$ cat config.mk
export PLATFORM = sky130hd
export DESIGN_NAME = ahb_arbiter
export DESIGN_NICKNAME = d
export VERILOG_FILES = /design/src/rtl/ahb_pkg.sv /design/src/rtl/ahb_arbiter_rr_picker.sv /design/src/rtl/ahb_arbiter.sv
export SDC_FILE = /design/constraint.sdc
export NUM_CORES = 1
export LEC_CHECK = 0
export CORE_ASPECT_RATIO = 0.75
export CORE_MARGIN = 3
export CORE_UTILIZATION = 53
export CTS_CLUSTER_DIAMETER = 60
export DETAILED_ROUTE_END_ITERATION = 10
export GPL_ROUTABILITY_DRIVEN = 0
export PLACE_DENSITY_LB_ADDON = 0.05
export RECOVER_POWER = 25
export SYNTH_ARGS = -nofsm -noshare
export SYNTH_HDL_FRONTEND = slang
export SYNTH_SLANG_ARGS = --single-unit
$ cat constraint.sdc
create_clock -name clk -period 4.16 [get_ports clk]
set_input_delay 0.832 -clock clk [delete_from_list [all_inputs] [get_ports clk]]
set_output_delay 0.832 -clock clk [all_outputs]
set_load 0.05 [all_outputs]
$ cat src/rtl/ahb_pkg.sv
// ahb_pkg: shared AHB encodings and burst helpers for the bus arbiter.
//   trans_t    - address-phase transfer type (IDLE/BUSY/NONSEQ/SEQ)
//   burst_t    - burst type (SINGLE, INCR, WRAP4 .. INCR16)
//   UndefLen   - beat-counter value marking an undefined-length burst
//   burstBeats - number of beats in a fixed-length burst, 0 for INCR
package ahb_pkg;

    typedef enum logic [1:0] {
        IDLE   = 2'b00,
        BUSY   = 2'b01,
        NONSEQ = 2'b10,
        SEQ    = 2'b11
    } trans_t;

    typedef enum logic [2:0] {
        SINGLE = 3'b000,
        INCR   = 3'b001,
        WRAP4  = 3'b010,
        INCR4  = 3'b011,
        WRAP8  = 3'b100,
        INCR8  = 3'b101,
        WRAP16 = 3'b110,
        INCR16 = 3'b111
    } burst_t;

    localparam int BeatsWidth = 5;

    // Fixed bursts never leave more than 15 beats outstanding, so the
    // all-ones value cannot collide with a real count.
    localparam logic [BeatsWidth-1:0] UndefLen = 5'h1F;

    function automatic logic [BeatsWidth-1:0] burstBeats(burst_t b);
        case (b)
            SINGLE:         return 5'd1;
            WRAP4, INCR4:   return 5'd4;
            WRAP8, INCR8:   return 5'd8;
            WRAP16, INCR16: return 5'd16;
            default:        return 5'd0;
        endcase
    endfunction

endpackage

$ cat src/rtl/ahb_arbiter_rr_picker.sv
// rr_picker: combinational round-robin search.
//   req_i      - per-manager request vector
//   rr_ptr_i   - index of the last winner; search starts just after it
//   winner_o   - first requesting index found, wrapping modulo NumManagers
//   any_req_o  - at least one request is set (winner_o valid)
module rr_picker #(
    parameter  int NumManagers = 4,
    localparam int SelWidth    = $clog2(NumManagers)
) (
    input  logic [NumManagers-1:0] req_i,
    input  logic [SelWidth-1:0]    rr_ptr_i,
    output logic [SelWidth-1:0]    winner_o,
    output logic                   any_req_o
);

    logic [SelWidth-1:0] pick;

    // Walk from the farthest offset to the nearest so that the nearest
    // requester after the pointer is the last (and final) assignment.
    // Offset NumManagers is the pointer itself, which is therefore eligible last.
    always_comb begin
        winner_o  = '0;
        any_req_o = 1'b0;
        pick      = '0;
        for (int i = NumManagers; i >= 1; i--) begin
            pick = SelWidth'((int'(rr_ptr_i) + i) % NumManagers);
            if (req_i[pick]) begin
                winner_o  = pick;
                any_req_o = 1'b1;
            end
        end
    end

endmodule

$ cat src/rtl/ahb_arbiter.sv
// ahb_arbiter: round-robin AHB bus arbiter driving the manager-side muxes.
//   clk, nReset - bus clock, asynchronous active-low reset
//   req         - per-manager level-sensitive bus requests
//   trans/burst/mastLock - muxed address-phase controls of the current owner
//   ready       - bus ready; an edge with ready=1 accepts the current
//                 address phase. All state advances only on such edges and
//                 holds (wait states) otherwise.
//   grant       - one-hot address-phase owner
//   addrSel     - index of the address-phase owner (address/control mux)
//   dataSel     - index of the data-phase owner, one accepted phase behind
//   locked      - current tenure is locked, arbitration frozen
module ahb_arbiter #(
    parameter  int NumManagers    = 4,
    parameter  int DefaultManager = 0,
    localparam int SelWidth       = $clog2(NumManagers)
) (
    input  logic                   clk,
    input  logic                   nReset,
    input  logic [NumManagers-1:0] req,
    input  logic [1:0]             trans,
    input  logic [2:0]             burst,
    input  logic                   mastLock,
    input  logic                   ready,
    output logic [NumManagers-1:0] grant,
    output logic [SelWidth-1:0]    addrSel,
    output logic [SelWidth-1:0]    dataSel,
    output logic                   locked
);

    import ahb_pkg::*;

    localparam logic [SelWidth-1:0]    DefSel   = SelWidth'(DefaultManager);
    localparam logic [NumManagers-1:0] DefGrant =
        {{(NumManagers-1){1'b0}}, 1'b1} << DefaultManager;

    trans_t trans_s;
    burst_t burst_s;

    logic [NumManagers-1:0] grant_q, grant_d;
    logic [SelWidth-1:0]    addr_sel_q, addr_sel_d;
    logic [SelWidth-1:0]    data_sel_q;
    logic [SelWidth-1:0]    rr_ptr_q, rr_ptr_d;
    logic [BeatsWidth-1:0]  beats_left_q, beats_left_d;
    logic                   locked_q;
    logic                   end_t;
    logic [SelWidth-1:0]    winner;
    logic                   any_req;

    assign trans_s = trans_t'(trans);
    assign burst_s = burst_t'(burst);

    rr_picker #(
        .NumManagers (NumManagers)
    ) u_rr_picker (
        .req_i     (req),
        .rr_ptr_i  (rr_ptr_q),
        .winner_o  (winner),
        .any_req_o (any_req)
    );

    // Beats still outstanding after the phase being accepted.
    always_comb begin
        beats_left_d = beats_left_q;
        case (trans_s)
            NONSEQ: begin
                if (burst_s == INCR) beats_left_d = UndefLen;
                else                 beats_left_d = burstBeats(burst_s) - 5'd1;
            end
            SEQ: begin
                // A SEQ with nothing outstanding is a continuation we cannot
                // bound, so it becomes undefined-length and never ends a tenure.
                if (beats_left_q == UndefLen || beats_left_q == '0)
                    beats_left_d = UndefLen;
                else
                    beats_left_d = beats_left_q - 5'd1;
            end
            default: beats_left_d = beats_left_q;
        endcase
    end

    // beats_left_q == 1 can only hold on a fixed-length burst.
    assign end_t = ready && !mastLock &&
                   ((trans_s == IDLE) ||
                    (trans_s == NONSEQ && burst_s == SINGLE) ||
                    (trans_s == SEQ && beats_left_q == 5'd1));

    always_comb begin
        addr_sel_d = addr_sel_q;
        rr_ptr_d   = rr_ptr_q;
        if (end_t) begin
            if (any_req) begin
                addr_sel_d = winner;
                rr_ptr_d   = winner;
            end else begin
                addr_sel_d = DefSel;
            end
        end
        grant_d             = '0;
        grant_d[addr_sel_d] = 1'b1;
    end

    always_ff @(posedge clk or negedge nReset) begin
        if (!nReset) begin
            grant_q      <= DefGrant;
            addr_sel_q   <= DefSel;
            data_sel_q   <= DefSel;
            rr_ptr_q     <= DefSel;
            beats_left_q <= '0;
            locked_q     <= 1'b0;
        end else if (ready) begin
            grant_q      <= grant_d;
            addr_sel_q   <= addr_sel_d;
            data_sel_q   <= addr_sel_q;
            rr_ptr_q     <= rr_ptr_d;
            beats_left_q <= beats_left_d;
            locked_q     <= mastLock;
        end
    end

    // grant is registered directly so a re-grant to the same owner
    // cannot glitch through a decoder.
    assign grant   = grant_q;
    assign addrSel = addr_sel_q;
    assign dataSel = data_sel_q;
    assign locked  = locked_q;

endmodule

# == After elaboration in Yosys (flattened, before gate mapping) ==
# Cells that the tools add are included.
# totals
output_inout_bits,9
regBits,16
input_bits,13
word_cells,73
# op_classes
n_lt_le_gt_ge,6
n_addsub,6
n_reduce_logical,18
muxes,26
n_eq_ne,11
# op_table
op,count
$mux 5,4
$pmux 5 s4,1
$lt 2x3->1 const B,5
$eq 3x3->1 const B,4
$mux 2,6
$pmux 5 s2,1
$sub 5x1->5 const B,2
$mux 1,9
$bmux 1 s2,4
$eq 3x2->1 const B,2
$reduce_or 2->1,3
$eq 5x1->1 const B,1
$eq 5x5->1 const B,1
$logic_and 1x1->1,5
$logic_not 5->1,1
$add 2x1->2 const B,2
$add 2x2->2 const B,2
$eq 2x2->1 const B,2
$eq 3x1->1 const B,1
$logic_not 3->1,1
$logic_or 1x1->1,3
$reduce_and 3->1,1
$demux 1 s2,1
$ge 2x1->1 const B,1
4 further kinds,4

# == Longest topological paths before layout ==
# depth
ltp_word,13
mapped_depth,7
ltp_nobuf,7

# == Modules after synthesis ==
# A second synthesis with hierarchy kept.
# unflattened
hier_cells,111
area_unflattened_um2,1064.8
# modules_own_cells
module,n_inst,cells_each,seq_area_each_um2,area_per_inst_um2
ahb_arbiter,1,97,401.6,973.4
rr_picker,1,14,0.0,91.3

# == Worst setup path after synthesis ==
# Ideal clock, no wire load.
# synth_path
kind,input to register
start,input burst[2]
end,register grant_q[1] (netlist: grant[1])
setup_time_ns,0.121
arrival_time_ns,2.074
required_time_ns,4.039
cell_stages,6
slack_ns,1.965
path_buffers,0
path_cell_list,nor4_2 a311oi_4 nor3_4 mux2i_1 inv_2 a22o_1
# synth_via
elab_chain_len,10
elab_cells_between_ends,11
cone_classes,order compare (2); mux (3); reduce/logical (6)
# synth_lines
item,line_no,source
"start, declared",ahb_arbiter.sv:21,"input logic [2:0] burst,"
$logic_not 3->1 (*),ahb_arbiter.sv:84,(trans_s == NONSEQ && burst_s == SINGLE) ||
$logic_and 1x1->1 (*),ahb_arbiter.sv:84,
$logic_or 1x1->1 (*),ahb_arbiter.sv:83,((trans_s == IDLE) ||
$logic_or 1x1->1 (*),ahb_arbiter.sv:84,
$logic_and 1x1->1 (*),ahb_arbiter.sv:82,assign end_t = ready && !mastLock &&
$mux 2 (*),ahb_arbiter.sv:90,if (end_t) begin
$lt 2x3->1 (not written as such) / $ge 2x1->1 (equally long branches),ahb_arbiter.sv:99,grant_d[addr_sel_d] = 1'b1;
$logic_and 1x1->1 (not written as such),ahb_arbiter.sv:99,
$mux 1 (not written as such),ahb_arbiter.sv:99,
$demux 1 s2 (*),ahb_arbiter.sv:99,
"end signal, assigned",ahb_arbiter.sv:104,grant_q <= DefGrant;
"end signal, assigned",ahb_arbiter.sv:111,grant_q <= grant_d;
"end, declared",ahb_arbiter.sv:39,"logic [NumManagers-1:0] grant_q, grant_d;"
# Mark *: on every way between the ends. The rest lies on a longest branch, timed or not.
# A chain may end at the register's enable or synchronous reset.

# == Worst setup path after layout ==
# layout_path
start,input burst[2]
end,register grant_q[2] (netlist: grant[2])
# Same word-level chain as after synthesis.

==> flow_summary_export.csv <==
group,metric,value,unit
worst_setup_path,crit_start,"burst[2]",
place,io_buffer_count,21,
grt,grt_pass1_vias,814,
logic_synthesis,synth_most_common_cell,"dfrtp_1",
floorplanning,initial_core_util,57.0,%
pwr,power_density,542,mW/mm2
logic_synthesis,synth_ff_type,"dfrtp_1",
logic_synthesis,synth_seq_cells,16,
worst_setup_path,cp_max_fo,6,
timing,relSlewSlack,51.1,%
logic_synthesis,yosys-top-cells-count,"dfrtp_1 (15), a21oi_1 (9), nor2_1 (8)",
logic_synthesis,synth_edf_count,0,
logic_synthesis,synth_top_family_by_area,"compound AO/OA/AOI/OAI gates",
logic_synthesis,synth_nets,118,
worst_setup_path,r2r_cells,6,
floorplanning,dieArea,0.00247,mm2
grt,grt_pass1_wl,3800,um
timing,setup_violations,0,
route,first_pass_iters,4,
floorplanning,fp.dieH,43.8,um
route,wl_per_cell,15.7,um
cts,worstSkewPairLatency,0.28,ns
logic_synthesis,synthAdderAreaFrac,7.43,%
worst_setup_path,critPathArrivalTime,2.81,ns
grt,grt_max_degree,17,
logic_synthesis,syn_area_per_cell,10.2,um2
route,num_vias,855,
worst_setup_path,cp_num_cells,7,
route,first_iter_violations,7,
grt,track_usage,20.5,%
timing,final.setup.tns,0,ns
logic_synthesis,synth_mux_area_share,6.44,%
cts,clk_pin_slew_worst_paths,0.10,ns
place,dp_cells,140,
cts,cts_resized,0,
route,drc,0,
logic_synthesis,yosysSeqAreaShare,39.8,%
layout,syn_to_final_growth,26.4,%
cts,cts_sinks,16,
floorplanning,die_w,56.4,um
floorplanning,rows,13,
layout,nNetsFinal,142,
route,postRouteAntennaNets,0,
logic_synthesis,synth-xor-area-share,0.867,%
layout,stdcell_count,144,
floorplanning,coreArea,0.00177,mm2
layout,layout-drive-gt1-share,15.6,%
worst_setup_path,critPathLaunchType,"input port",
cts,root_buffer,"clkbuf_4",
worst_setup_path,crit_required,4.36,ns
cts,cts.htree.levels,1,
floorplanning,io_pins,22,
logic_synthesis,async_flop_share,100,%
cts,hold_buffers,0,
cts,cts_buffers,3,
cts,cts_tree,"done",
timing,grt_setup_unrepaired,"false",
cts,cts_setup_buffers,0,
layout,antenna_cells,0,
cts,clockBufferDepth,2,
pwr,design_power_total,692,uW
worst_setup_path,cpLargestDelayFamily,"simple AND/OR/NAND/NOR gates",
worst_setup_path,critical_path.endpoint_type,"flop",
timing,fin_skew,0.00723,ns
min_path,hold_path.class,"reg -> reg",
grt,overflow,0,
job,max_cap_viol_count,0,
worst_setup_path,crit_chain,"clkdlybuf4s50_1 > nor4_2 > a311oi_4 > nor3_4 > mux2i_1 > inv_2 > a211oi_2",
worst_setup_path,reg2reg_to,"grant[2]",
worst_setup_path,crit_path_end,"grant[2]",
worst_setup_path,critPathMaxStageDelay,0.50,ns
pwr,ir_drop,0.405,mV
worst_setup_path,path_buf_inv,2,
logic_synthesis,synthSimpleGateAreaFrac,14.6,%
route,routed_via_density,5.94,
logic_synthesis,synth_area,0.00101,mm2
timing,slew_viol_final,0,
timing,max_freq,383,MHz
timing,period_share,62.7,%
worst_setup_path,worstReg2RegStart,"beats_left_q[2]",
logic_synthesis,synth_compound_area_share,27.5,%
grt,antenna_found_initial,0,
timing,worstMarginPinSlew,0.732,ns
logic_synthesis,synth_cell_types,36,
logic_synthesis,synthCells,99,
worst_setup_path,worst_path_max_delay_cell,"clkdlybuf4s50_1",
place,hpwl,1790,um
status,status,"complete, no violations",
timing,final-hold-violation-count,0,
logic_synthesis,yosysWarningCount,0,
route,wl,2260,um
logic_synthesis,yosys.area.top_type,"dfrtp_1",
pwr,leakagePower,0.523,nW
logic_synthesis,synth_top_area_share,37.2,%
worst_setup_path,rrSetupSlack,2.16,ns
timing,layout_min_cycle_time,2.61,ns
worst_setup_path,crit_type,"in -> reg",
logic_synthesis,netlist_top_cells_area,"dfrtp_1 (37%), ha_1 (7.4%), a21oi_1 (4.5%)",
-- per-layer routing --
metal | routed length, um | vias up | GRT usage, % | share of wire, %
met2 | 1000 | 22 | 30.1 | 44
met1 | 1110 | 413 | 28.7 | 49
met3 | 131 | 2 | 7.14 | 5.8
met4 | 19 | 0 | 6.64 | 0.84
li1 | - | 418 | - | -
met5 | 0 | - | 0 | 0
-- registers in the layout, indices dropped and copies added, names as in the netlist --
name          count
addrSel           2
grant             4
locked            1
beats_left_q      5
dataSel           2
rr_ptr_q          2
-- worst reg2reg max path, delay by kind of cell (launching register included) --
| kind | cells | cell delay (ns) |
|---|---|---|
| compound gates | 2 | 0.42 |
| buf+inv | 1 | 0.08 |
| flops | 1 | 0.45 |
| mux | 1 | 0.31 |
| simple gates | 2 | 0.66 |
-- through the flow --
| step | utilization [%] | instance area [um2] | hold slack, ns | setup WS, ns |
|---|---|---|---|---|
| 2_1_floorplan | - | 1010 | 0.497 | 1.96 |
| 3_5_place_dp | 69.9 | 1240 | 0.512 | 1.24 |
| 5_1_grt | 72.0 | 1280 | 0.551 | 1.39 |
| 6_report | 72.0 | 1280 | 0.529 | 1.55 |
| 4_1_cts | 72.0 | 1280 | 0.534 | 1.53 |
| 3_3_place_gp | 69.9 | 1240 | 0.488 | 1.32 |
-- power by group --
| group | internal (mW) | leakage, nW | switching, mW |
|---|---|---|---|
| Combinational | 0.131 | 0.314 | 0.207 |
| Clock | 0.0532 | 0.0210 | 0.0477 |
| Sequential | 0.207 | 0.188 | 0.0461 |
| Total | 0.391 | 0.523 | 0.301 |
-- cell type report --
| type | count | area, um2 |
|---|---|---|
| clock buffers | 4 | 36.3 |
| fillers | 139 | 497 |
| inverters | 7 | 26.3 |
| multi-input cells | 74 | 574 |
| flip-flops and latches | 16 | 402 |
| well taps | 22 | 27.5 |
| repair buffers | 21 | 210 |
-- cell usage in the layout (no fill, tap or decap), types with 2 or more instances in the layout --
master and n:
nand2_1 6, a31oi_1 4, a21o_1 2, clkdlybuf4s50_1 20
a311oi_1 2, o22a_1 3, inv_1 6, o21ai_0 3
a21oi_1 9, mux2_2 4, nand2b_1 3, a22o_1 2
nor3_1 2, a22o_2 2, nor2_1 8, ha_1 6
mux2i_1 2, dfrtp_1 15, clkbuf_4 3
-- worst min path at each step --
stage	start	to	slack, ns	depth (start not counted)
finish	dataSel[1]	dataSel[1]	0.53	1
CTS	dataSel[1]	dataSel[1]	0.53	1
detailed placement	dataSel[1]	dataSel[1]	0.51	1
global route	dataSel[1]	dataSel[1]	0.55	1
global placement	dataSel[0]	dataSel[0]	0.49	1
floorplan	beats_left_q[4]	beats_left_q[4]	0.50	1
-- logic make-up after synthesis --
| kind of cell | after synthesis |
|---|---|
| xor+xnor | 1 |
| compound gates | 35 |
| buf+inv | 9 |
| simple gates | 26 |
| fa+ha+maj | 6 |
| flops | 16 |
| mux | 6 |
Power figures use the tool's default switching activity.
